`src/rtl/serial_word_rx.sv`:
```
// Serial-to-word receiver: assembles MSB-first framed bits into WIDTH-bit
// words and buffers them in a DEPTH-entry FIFO drained by valid/ready.
module serial_word_rx #(
    parameter int WIDTH = 3,
    parameter int DEPTH = 2
) (
    input  logic             clk,
    input  logic             rst_n,
    input  logic             bit_in,
    input  logic             bit_valid,
    input  logic             frame_start,
    output logic [WIDTH-1:0] word_out,
    output logic             word_valid,
    input  logic             word_ready,
    output logic             busy,
    output logic             overflow,
    output logic             frame_err,
    output logic [7:0]       err_count
);

    localparam int CW = $clog2(WIDTH + 1);
    localparam int PW = (DEPTH > 1) ? $clog2(DEPTH) : 1;
    localparam int OW = $clog2(DEPTH + 1);

    typedef enum logic {
        IDLE,
        SHIFT
    } state_t;

    state_t           state;
    logic [WIDTH-2:0] sr;
    logic [CW-1:0]    count;

    logic [WIDTH-1:0] mem [DEPTH];
    logic [PW-1:0]    rd_ptr;
    logic [PW-1:0]    wr_ptr;
    logic [OW-1:0]    occ;

    logic [WIDTH-1:0] shifted;
    logic             done;
    logic             ferr;
    logic             full;
    logic             pop;
    logic             push;
    logic             drop;

    // sr holds the bits received so far; the last bit completes the word
    assign shifted = {sr, bit_in};
    assign done    = (state == SHIFT) && bit_valid && !frame_start
                     && (count == CW'(WIDTH - 1));
    assign ferr    = (state == SHIFT) && bit_valid && frame_start;
    assign full    = (occ == OW'(DEPTH));
    assign pop     = word_valid && word_ready;
    assign push    = done && (!full || pop);
    assign drop    = done && full && !pop;

    assign word_valid = (occ != '0);
    assign word_out   = word_valid ? mem[rd_ptr] : '0;
    assign busy       = (state == SHIFT);

    function automatic logic [PW-1:0] ptr_inc(input logic [PW-1:0] p);
        return (p == PW'(DEPTH - 1)) ? '0 : p + 1'b1;
    endfunction

    always_ff @(posedge clk) begin
        if (!rst_n) begin
            state     <= IDLE;
            sr        <= '0;
            count     <= '0;
            overflow  <= 1'b0;
            frame_err <= 1'b0;
            err_count <= '0;
        end else begin
            overflow  <= drop;
            frame_err <= ferr;
            if ((drop || ferr) && err_count != 8'hff)
                err_count <= err_count + 8'd1;
            if (bit_valid) begin
                unique case (state)
                    IDLE: begin
                        if (frame_start) begin
                            sr    <= (WIDTH-1)'(bit_in);
                            count <= CW'(1);
                            state <= SHIFT;
                        end
                    end
                    SHIFT: begin
                        if (frame_start) begin
                            sr    <= (WIDTH-1)'(bit_in);
                            count <= CW'(1);
                        end else if (done) begin
                            count <= '0;
                            state <= IDLE;
                        end else begin
                            sr    <= shifted[WIDTH-2:0];
                            count <= count + 1'b1;
                        end
                    end
                endcase
            end
        end
    end

    always_ff @(posedge clk) begin
        if (!rst_n) begin
            rd_ptr <= '0;
            wr_ptr <= '0;
            occ    <= '0;
        end else begin
            if (push)
                wr_ptr <= ptr_inc(wr_ptr);
            if (pop)
                rd_ptr <= ptr_inc(rd_ptr);
            if (push && !pop)
                occ <= occ + 1'b1;
            else if (pop && !push)
                occ <= occ - 1'b1;
        end
    end

    always_ff @(posedge clk) begin
        if (rst_n && push)
            mem[wr_ptr] <= shifted;
    end

endmodule

```
`config.mk`:
```
export PLATFORM = sky130hd
export DESIGN_NAME = serial_word_rx
export DESIGN_NICKNAME = d
export VERILOG_FILES = /design/src/rtl/serial_word_rx.sv
export SDC_FILE = /design/constraint.sdc
export NUM_CORES = 1
export LEC_CHECK = 0
export BUFFER_PORTS_ARGS = -buffer_cell sky130_fd_sc_hd__buf_2
export CAP_MARGIN = 20
export CORE_ASPECT_RATIO = 0.9
export CORE_MARGIN = 1
export CORE_UTILIZATION = 53
export CTS_CLUSTER_DIAMETER = 200
export DETAILED_ROUTE_END_ITERATION = 6
export GPL_TIMING_DRIVEN = 0
export HOLD_SLACK_MARGIN = 0.12
export PLACE_DENSITY_LB_ADDON = 0.15
export RECOVER_POWER = 100
export REMOVE_ABC_BUFFERS = 1
export SLEW_MARGIN = 15
export SYNTH_ARGS = -nofsm -noshare
export SYNTH_HDL_FRONTEND = slang
export SYNTH_SLANG_ARGS = --single-unit
export TNS_END_PERCENT = 100
```
`constraint.sdc`:
```
create_clock -name clk -period 2.69 [get_ports clk]
set_clock_uncertainty 0.2 [all_clocks]
set_input_delay 0.4035 -clock clk [delete_from_list [all_inputs] [get_ports clk]]
set_output_delay 0.4035 -clock clk [all_outputs]
set_load 0.02 [all_outputs]
```
# After elaboration in Yosys (flattened, before gate mapping)
# Memory sizes are Yosys's and may differ from the RTL's. A register that Yosys moved wholly into a read port is not among the register bits.
# Index checks and enable logic that the tools add are counted.
[totals]
in_bits = 6
n_memories = 1
ff_bits = 19
out_inout_bits = 15
word_cells = 65
ramBits = 6
[classes]
n_reduce_logical = 22
addsub = 6
eq_ne = 5
bitwise_logic = 1
muxes = 21
[memory_table]
columns = ["memory", "depth", "word_bits", "read_ports", "rd_clocked_by_memory_dff", "write_ports", "line_no", "text"]
rows = [
  ["mem", 2, 3, 1, 1, 1, "34", "logic [WIDTH-1:0] mem [DEPTH];"],
]
[op_table]
columns = ["op", "count"]
rows = [
  ["two-way mux 2 bit", 8],
  ["logical AND 1 bit", 12],
  ["two-way mux 1 bit", 9],
  ["adder 8 x 1 -> 8 bit, second input constant", 1],
  ["!= test 8 bit, second input constant", 1],
  ["one-hot mux 2 bit (2 select lines)", 2],
  ["adder 2 x 1 -> 2 bit, second input constant", 2],
  ["equality test 2 bit, second input constant", 2],
  ["zero test 1 bit", 4],
  ["nonzero test 2 bit", 2],
  ["two-way mux 3 bit", 1],
  ["!= test 3 bit, second input constant", 1],
  ["AND reduction 3 bit", 1],
  ["adder 1 bit, second input constant", 2],
  ["logical OR 1 bit", 2],
  ["!= test 2 bit, second input constant", 1],
  ["one-hot mux 1 bit (2 select lines)", 1],
  ["AND reduction 2 bit", 1],
  ["subtractor 2 x 1 -> 2 bit, second input constant", 1],
  ["inverter 1 bit", 1],
]

# Logic depth before layout (Yosys ltp)
# Gate-level depths: netlist of the first run.
[depth]
word_depth = 8
depth_mapped = 7
mapped_depth_nobuf = 6

# Least setup slack after synthesis of the first run
# No wires, ideal clock.
[synth_timing]
path_kind = "flip-flop to flip-flop"
startpoint = "register state (netlist: busy)"
endpoint = "register occ[1]"
slack_ns = 0.535
required_time_ns = 2.420
arrival_ns = 1.885
synth_period_minus_slack_ns = 2.155
n_path_buf = 1
setup_time_ns = 0.070
stages_incl_launch_ff = 7
path_cell_list = "dfxtp_1 clkbuf_2 nand3b_1 nor3_1 ha_1 or3_1 a21oi_1"
[synth_between]
elab_chain_len = 7
word_cells_on_any_way = 9
cone_classes = "1 x mux; 8 x reduce/logical"
[synth_rtl]
columns = ["item", "line_no", "text"]
rows = [
  ["start, declared", "30", "state_t state;"],
  ["start signal, assigned", "67", "state <= IDLE;"],
  ["start signal, assigned", "84", "state <= SHIFT;"],
  ["start signal, assigned", "93", "state <= IDLE;"],
  ["logical AND 1 bit * (2 in series)", "49", "assign done = (state == SHIFT) && bit_valid && !frame_start"],
  ["logical AND 1 bit *", "50", "&& (count == CW'(WIDTH - 1));"],
  ["logical AND 1 bit *", "54", "assign push = done && (!full || pop);"],
  ["via push", "44", "logic push;"],
  ["zero test 1 bit", "116", "else if (pop && !push)"],
  ["logical AND 1 bit", "116", ""],
  ["nonzero test 2 bit (no line)", "n/a", ""],
  ["end signal, assigned", "115", "occ <= occ + 1'b1;"],
  ["end signal, assigned", "117", "occ <= occ - 1'b1;"],
  ["end, declared", "37", "logic [OW-1:0] occ;"],
]
# The timed path passes the listed nets; every way through them passes the cells marked *.
# A chain may end at the register's enable or synchronous reset.

# Worst setup path after layout of the first run
# Same ends and word-level chain as after synthesis.

==> results of run 1 <==
==> logic make-up after synthesis <==
| group | Yosys count | synth area share [%] |
|---|---|---|
| DFF | 26 | 48.8 |
| and+or+nand+nor | 51 | 24.7 |
| buffers and inverters | 7 | 3.78 |
| adders and majority gates | 2 | 2.10 |
| AOI/OAI and AO/OA | 26 | 13.5 |
| muxes | 5 | 4.21 |
| xor gates and xnor gates | 4 | 2.94 |
==> through the flow <==
step                worst slack (ns)  power, W  hold WS (ns)
floorplan                      0.583  0.000448         0.219
global placement               0.410  0.000465         0.240
detailed placement             0.372  0.000467         0.242
CTS                            0.433  0.000628         0.134
global route                   0.254  0.000650         0.144
finish                         0.438  0.000619         0.147
==> placed cells by master, fill, tap and decap left out, types with 2 or more instances in the layout <==
| master | n |
|---|---|
| buf_2 | 4 |
| nand3b_1 | 2 |
| nor2_1 | 12 |
| or4_1 | 3 |
| nand3_1 | 4 |
| edfxtp_1 | 6 |
| nand2_1 | 10 |
| o21ai_0 | 7 |
| clkbuf_4 | 3 |
| inv_1 | 3 |
| nand2b_1 | 3 |
| clkbuf_1 | 16 |
| o31ai_1 | 3 |
| dfxtp_1 | 20 |
| and3_2 | 2 |
| or3_1 | 2 |
| xor2_1 | 3 |
| mux2i_1 | 5 |
| a21oi_1 | 12 |
| ha_1 | 2 |
| and3_1 | 2 |
| nor3_1 | 2 |
==> flip-flops by register name, summed over array words and instances (netlist names), named ones only <==
signal     flops
count          2
busy           1
overflow       1
mem            6
rd_ptr         1
occ            2
err_count      8
frame_err      1
sr             2
wr_ptr         1
==> power groups by stage <==
stage	Sequential (W)	Clock (W)	Combinational, W
2_1_floorplan	0.000421	0	0.0000265
3_3_place_gp	0.000420	0	0.0000447
3_5_place_dp	0.000421	0	0.0000459
4_1_cts	0.000412	0.000168	0.0000472
5_1_grt	0.000414	0.000185	0.0000511
6_report	0.000412	0.000162	0.0000450
==> what timing repair did <==
item	in CTS	in global routing
hold endpoints to repair	2	0
setup buffers	0	0
hold buffers	1	0
==> critical path, cell delays in order, from the launching register on <==
cell and delay, ns:
dfxtp_1 0.52, nand3b_1 0.14, nor3_1 0.46, ha_1 0.36, or3_1 0.37, a21oi_1 0.14
==> path summary, 6_finish.rpt <==
path                     from         to  cells after the start
setup / recovery         busy     occ[1]                      5
hold reg to reg         sr[1]  mem[1][2]                      0
setup reg to reg         busy     occ[1]                      5
hold / removal    frame_start  frame_err                      3
==> routing by layer <==
layer	part of all wire [%]	routed length [um]
met1	49	1040
met4	0.57	12
met3	4.1	88
met5	0	0
met2	46	979
==> area by class of cell <==
cell class	instances	area [um2]	area share, %
Multi-Input combinational cell	88	551	42.7
Timing Repair Buffer	21	90.1	6.98
Inverter	3	11.3	0.873
Clock inverter	1	3.75	0.291
Tap cell	25	31.3	2.42
Sequential cell	26	581	45.0
Clock buffer	3	22.5	1.75
==> results.md, run 1 <==
- Internal cell power: 0.000475 W
- Clock transition at path regs: 0.13 ns
- Sw frac: 23.2%
- Worst-Skew Late Latency: 0.31 ns
- Cell with the most instances after synthesis: dfxtp_1
- Synth area leader: dfxtp_1
- CTS buffer count: 3
- Reg-to-reg slack, setup: 0.44 ns
- H-Tree Depth: 1
- Setup tns final: 0 ns
- Tcrit/Tclk final: 83.7%
- Max cap viols: 0
- Gpl congestion: 0.788
- Maximum operating frequency: 0.444 GHz
- Reg power frac: 66.6%
- Crit Path Max Fanout: 10
- Final setup vio count: 0
- Critical Path RT: 2.74 ns
- Post-synth EDFFs: 6
- Row cnt: 15
- GRT Total Usage: 21.0%
- Initial DRT Pass Iterations: 4
- Switch Pwr: 0.000144 W
- Ys async rst share: 0%
- Post-synth cell types: 37
- Initial core utilization: 59.3%
- Antenna diode count: 0
- Final Cell Area: 1290 um2
- Clk pwr share: 26.2%
- Most common library cells after synthesis: 20 x dfxtp_1, 12 x a21oi_1, 12 x nor2_1
- First-pass GRT wire length: 3750 um
- DIE WIDTH: 51.9 um
- Grt ovf: 0
- Logic pwr share: 7.3%
- Layout area overhead: 8.41%
- Top cell type's share of synthesized area: 33.6%
- Final-report hold violation count: 0
- Vias in the first global route: 825
- I/O Pins: 21
- Fin. max-slew vios: 0
- Crit start category: flip-flop
- Routed WL: 2120 um
- Chip height: 47.0 um
- Core Region: 2010 um2
- Via density: 5.64
- Cell Pwr Density: 480 nW/um2
- Avg Cell Area, Syn: 9.83 um2
- IO buf count: 20
- Final nets: 151
- Root Driver: clkbuf_4
- Fillers: 191
- Worst-Margin Slew: 1.04 ns
- RSZ-0062 raised after global routing: no
- Grt met1 use: 28.3%
- Global route hottest layer: met2
- CTS Sinks: 26
- Min Tclk post-route: 2.25 ns
- Register area share after synthesis: 48.8%
- Worst Setup Path Type: flip-flop to flip-flop
- P_leak: 0.446 nW
- Total number of yosys warnings: 0
- Largest net degree at the start of global routing: 16
- Worst Hold Class: primary input to flip-flop
- Post-route DRC: 0
- Most used DFF post-synth: dfxtp_1
- Hpwl dp: 1500 um
- Die Area: 2440 um2
- Via Count: 942
- Syn Std Cell Area: 1190 um2
- Status: finished clean
- Synth area leaders: dfxtp_1 34%, edfxtp_1 15%, a21oi_1 5.0%
- Final core utilization: 64.2%
- Placement-stage cell area: 1290 um2
- Clock Tree Buf Depth: 2
- Met2 layer usage reported by global route: 34.9%
- Initial antenna violation count: 0
- CP arrival: 2.30 ns
- Rel. slew slack: 29.9%
- CTS tree: done
- Met3 Resource Use GR: 5.83%
- Antenna Violating Nets Remaining: 0
- Max rail drop VDD: 0.000424 V
- Final std cells w/o fill: 167
- Drt wl/cell: 12.7 um
- Placed cells: 162
- Register bit total from synthesis: 26
- Starting DRC count in detailed routing: 14
- Synth Instances: 121
- Critical path capture point type: flip-flop
- Share of post-route cells with drive strength above 1: 9.15%
- CTS resizes: 0
No activity file was read; power rests on OpenSTA's default activity.
==> run 2, diff against run 1 <==
Settings changed: CORE_UTILIZATION 53 to 48.
Clock period 2.69 ns to 1.9 ns, I/O delays scaled along.
==> results.md, run 2 (same netlist as run 1, synthesis figures left out) <==
- Status: finished clean
- Via Count: 1019 (+8.2%)
- Worst Hold Class: primary input to flip-flop
- Critical Path RT: 1.97 ns (-0.77 ns)
- Grt ovf: 0 (unchanged)
- Via density: 5.60 (-0.74%)
- CTS Sinks: 26 (unchanged)
- Top reg by flops: err_count
- Initial antenna violation count: 0 (unchanged)
- Layout area overhead: 24.8%
- Drt wl/cell: 13.2 um (+3.8%)
- Setup WS post-layout: 0.0532 ns (-0.385 ns)
- Row cnt: 16 (+1)
- Cell Pwr Density: 703 nW/um2 (+47%)
- Max reg flops: 8 (unchanged)
- CTS tree: done
- Fin. max-slew vios: 0 (unchanged)
- Vias in the first global route: 878 (+6.4%)
- Initial core utilization: 52.6% (-6.7 points)
- Clock transition at path regs: 0.13 ns (about the same)
- Placed cells: 164 (+1.2%)
- GRT Total Usage: 18.6% (-2.5 points)
- Rel. slew slack: 68.5% (+39 points)
- Crit start category: primary input
- Met2 layer usage reported by global route: 29.1% (-5.8 points)
- Top Registers: err_count (8), mem (6)
- Initial DRT Pass Iterations: 4 (unchanged)
- Antenna diode count: 0 (unchanged)
- Commonest non-fill, non-tap cell in the layout: dfxtp_1
- Worst slack, placed: -0.281 ns (-0.652 ns)
- Antenna Violating Nets Remaining: 0 (unchanged)
- Min Tclk post-route: 1.85 ns
- First-pass GRT wire length: 3720 um (-0.72%)
- Final std cells w/o fill: 182 (+9.0%)
- Chip height: 49.2 um (+4.9%)
- Overall power: 0.00104 W (+69%)
- Maximum operating frequency: 0.541 GHz
- Critical path capture point type: flip-flop
- Most frequent cells in the layout: 17 x dfxtp_1, 14 x clkbuf_1, 12 x nor2_1, 12 x a21oi_1, 10 x nand2_1
- Largest net degree at the start of global routing: 16 (unchanged)
- Tcrit/Tclk final: 97.2%
- DIE WIDTH: 54.5 um (+4.9%)
- Final nets: 164 (+8.6%)
- CTS buffer count: 3 (unchanged)
- Final setup vio count: 0 (unchanged)
- Reg-to-reg slack, setup: 0.06 ns (-0.38 ns)
- Final-report hold violation count: 0 (unchanged)
- Post-route DRC: 0 (unchanged)
- CP arrival: 1.92 ns (-0.38 ns)
- Worst Setup Path Type: primary input to flip-flop
- Max rail drop VDD: 0.000622 V (+47%)
- Die Area: 2680 um2 (+10%)
- Starting DRC count in detailed routing: 17 (+3)
- Clock Tree Buf Depth: 2 (unchanged)
- Met3 Resource Use GR: 6.54% (+0.72 points)
- Global route hottest layer: met2
- Hpwl dp: 1460 um (-2.5%)
- Max cap viols: 0 (unchanged)
- IO buf count: 20 (unchanged)
- Routed WL: 2400 um (+13%)
- Grt met1 use: 25.6% (-2.7 points)
- Core Region: 2260 um2 (+13%)
- Crit Path Max Fanout: 10 (unchanged)
- Root Driver: clkbuf_4
- Gpl congestion: 0.812 (+3.1%)
- Worst-Skew Late Latency: 0.32 ns (about the same)
- Share of post-route cells with drive strength above 1: 20.0% (+11 points)
- I/O Pins: 21 (unchanged)
- H-Tree Depth: 1 (unchanged)
- Worst-Margin Slew: 0.473 ns (-0.566 ns)
- P_leak: 0.529 nW (+19%)
==> run 2: changes by cell type in the layout (fill, tap and decap cells not counted), moves of 2 or more <==
cell           previous run  this run
clkbuf_1                 16        14
dfxtp_1                  20        17
dfxtp_2                   0         2
clkbuf_2                  0         4
dlygate4sd3_1             1         6
buf_4                     0         3
==> run 2: power breakdown <==
part	total, W	internal, W	switching, W
sequential	0.000582	0.000573	0.00000942
combinational	0.0000877	0.0000370	0.0000507
clock	0.000375	0.000213	0.000161
==> run 2: layer usage <==
metal	up-vias	part of all wire, %	routed length, um
li1	512	-	-
met1	488	50	1200
met2	19	46	1110
met3	0	3.9	94
met4	0	0	0
met5	-	0	0
==> run 2: final cells by class <==
type	count	area, um2
fillers	204	777
clock buffers	3	22.5
repair buffers	33	191
flip-flops and latches	26	587
inverters	3	11.3
well taps	27	33.8
clock inverters	1	30.0
multi-input cells	89	609
==> run 2: final timing paths <==
check         startpoint        end  depth (start not counted)
min          frame_start   count[0]                          3
max                rst_n  frame_err                          5
max reg2reg       occ[1]  mem[0][0]                          6
min reg2reg        sr[1]  mem[1][2]                          0
==> run 2: timing repair <==
action / CTS / global route
pin swaps: 3 / 2
buffers inserted: 4 / 3
endpoints found under the setup margin: 6 / 6
hold buffers: 6 / 0
resized for setup: 7 / 3
cloned: 0 / 1
endpoints found under the hold margin: 9 / 0
==> run 2: worst max-delay path, stage by stage <==
cell	delay, ns
dlygate4sd3_1	0.52
clkbuf_1	0.38
nand2_1	0.09
dlygate4sd3_1	0.57
nor2_1	0.08
==> run 2: stage by stage <==
step	TNS, ns	util [%]	hold WS (ns)	instance area (um2)
2_1_floorplan	-0.207	-	0.184	1160
3_3_place_gp	-0.554	57.0	0.244	1290
3_5_place_dp	-0.623	57.0	0.260	1290
4_1_cts	0	64.6	0.126	1460
5_1_grt	-0.0158	65.7	0.178	1490
6_report	0	65.7	0.139	1490
==> run 3, diff against run 2 <==
Settings changed: BUFFER_PORTS_ARGS -buffer_cell sky130_fd_sc_hd__buf_2 to -buffer_cell sky130_fd_sc_hd__buf_4.
==> results.md, run 3 (same netlist as run 1, synthesis figures left out) <==
- Status: finished clean
- Tcrit/Tclk final: 97.8% (+0.63 points)
- Multi-input gate area: 623 um2 (+2.3%)
- Drt wl/cell: 13.3 um (+0.82%)
- Max rail drop VDD: 0.000545 V (-12%)
- CTS tree: done
- Post-route DRC: 0 (unchanged)
- IO buf count: 20 (unchanged)
- Worst-Skew Late Latency: 0.33 ns (about the same)
- Row cnt: 16 (unchanged)
- Largest net degree at the start of global routing: 16 (unchanged)
- Worst-Margin Slew: 0.492 ns (+0.0190 ns)
- Crit start category: flip-flop
- H-Tree Depth: 1 (unchanged)
- Antenna diode count: 0 (unchanged)
- Routed WL: 2390 um (-0.29%)
- Max cap viols: 0 (unchanged)
- Chip height: 49.2 um (unchanged)
- Initial DRT Pass Iterations: 4 (unchanged)
- Clock Tree Buf Depth: 2 (unchanged)
- Worst Hold Class: primary input to flip-flop
- Critical path capture point type: flip-flop
- Maximum operating frequency: 0.538 GHz (-0.64%)
- First-pass GRT wire length: 3710 um (-0.38%)
- Via density: 5.58 (-0.38%)
- Top reg by flops: err_count
- CP arrival: 1.92 ns (about the same)
- Crit Path Max Fanout: 5 (-5)
- Most frequent cells in the layout: 17 x dfxtp_1, 13 x buf_4, 12 x nor2_1, 12 x clkbuf_1, 11 x a21oi_1
- Final setup vio count: 0 (unchanged)
- GRT Total Usage: 18.9% (+0.33 points)
- Rel. slew slack: 66.9% (-1.6 points)
- Initial antenna violation count: 0 (unchanged)
- Grt ovf: 0 (unchanged)
- Starting DRC count in detailed routing: 14 (-3)
- Fin. max-slew vios: 0 (unchanged)
- CTS Sinks: 26 (unchanged)
- Min Tclk post-route: 1.86 ns (+0.0120 ns)
- Die Area: 2680 um2 (unchanged)
- Share of post-route cells with drive strength above 1: 22.2% (+2.2 points)
- Commonest non-fill, non-tap cell in the layout: dfxtp_1
- Setup tns final: 0 ns (unchanged)
- Via Count: 1004 (-1.5%)
- Critical Path RT: 1.97 ns (about the same)
- Root Driver: clkbuf_4
- Hpwl dp: 1470 um (+0.65%)
- Storage cell area: 589 um2 (+0.43%)
- CTS buffer count: 3 (unchanged)
- Core Region: 2260 um2 (unchanged)
- Vias in the first global route: 869 (-1.0%)
- Max reg flops: 8 (unchanged)
- Top Registers: err_count (8), mem (6)
- Final nets: 162 (-1.2%)
- I/O Pins: 21 (unchanged)
- Fillers: 188 (-7.8%)
- P_leak: 0.531 nW (+0.35%)
- Clock transition at path regs: 0.14 ns (about the same)
- Gpl congestion: 0.783 (-3.6%)
- Hold_ws: 0.168 ns (+0.0286 ns)
- Antenna Violating Nets Remaining: 0 (unchanged)
- Initial core utilization: 52.6% (unchanged)
- Final-report hold violation count: 0 (unchanged)
- Layout area overhead: 27.2%
- Worst Setup Path Type: flip-flop to flip-flop
- Cell Pwr Density: 697 nW/um2 (-0.84%)
- DIE WIDTH: 54.5 um (unchanged)
==> run 3: changes by cell type in the layout (fill, tap and decap cells not counted), sizes merged <==
cell,change
dlygate4sd3,-1
clkbuf,-6
buf,+5
==> run 3: where the power goes <==
group / internal [W] / total [W] / leakage, nW / switching (W)
Combinational: 0.0000397 / 0.0000867 / 0.284 / 0.0000470
Sequential: 0.000572 / 0.000584 / 0.219 / 0.0000123
Clock: 0.000214 / 0.000385 / 0.0279 / 0.000171
==> run 3: path summary, 6_finish.rpt <==
check | startpoint | endpoint | slack, ns | depth (start not counted)
max reg2reg | occ[1] | occ[1] | 0.04 | 6
max | occ[1] | occ[1] | 0.04 | 6
min reg2reg | sr[1] | mem[1][2] | 0.30 | 0
min | frame_start | count[1] | 0.17 | 4
==> run 3: critical path, stage by stage, from the launching register on <==
cell and delay [ns]:
dfxtp_2 0.36, nor3b_4 0.15, buf_6 0.13, nor3_4 0.23, ha_4 0.24, or3_1 0.34
a21oi_1 0.14
==> run 3: cell type report <==
| type | count | share of cell area [%] |
|---|---|---|
| clock buffer | 3 | 1.49 |
| clock inverter | 1 | 1.98 |
| inverter | 3 | 0.744 |
| multi-input combinational | 89 | 41.2 |
| sequential | 26 | 38.9 |
| tap | 27 | 2.23 |
| timing repair buffer | 31 | 13.5 |
==> run 3: layer usage <==
layer / wire [um] / global-route usage (%) / vias up
met1: 1130 / 25.2 / 472
met2: 1110 / 29.1 / 22
met5: 0 / 0 / -
li1: - / - / 506
met4: 23 / 4.27 / 0
met3: 131 / 6.54 / 4
==> run 3: what timing repair did <==
item,CTS,global route
gates cloned,0,1
pin swaps,3,2
setup endpoints to repair,11,6
hold buffers,5,0
resized for setup,9,3
hold endpoints to repair,11,0
setup buffers,4,2
==> run 3: metrics by stage <==
step	cells	total power [W]	utilization [%]	worst slack, ns	instance area [um2]
finish	180	0.00106	66.9	0.0412	1510
global route	180	0.00110	66.9	-0.0219	1510
CTS	177	0.00106	67.1	0.00494	1520
detailed placement	164	0.000668	59.2	-0.295	1340
global placement	164	0.000666	59.2	-0.263	1340
floorplan	117	0.000634	-	-0.207	1160
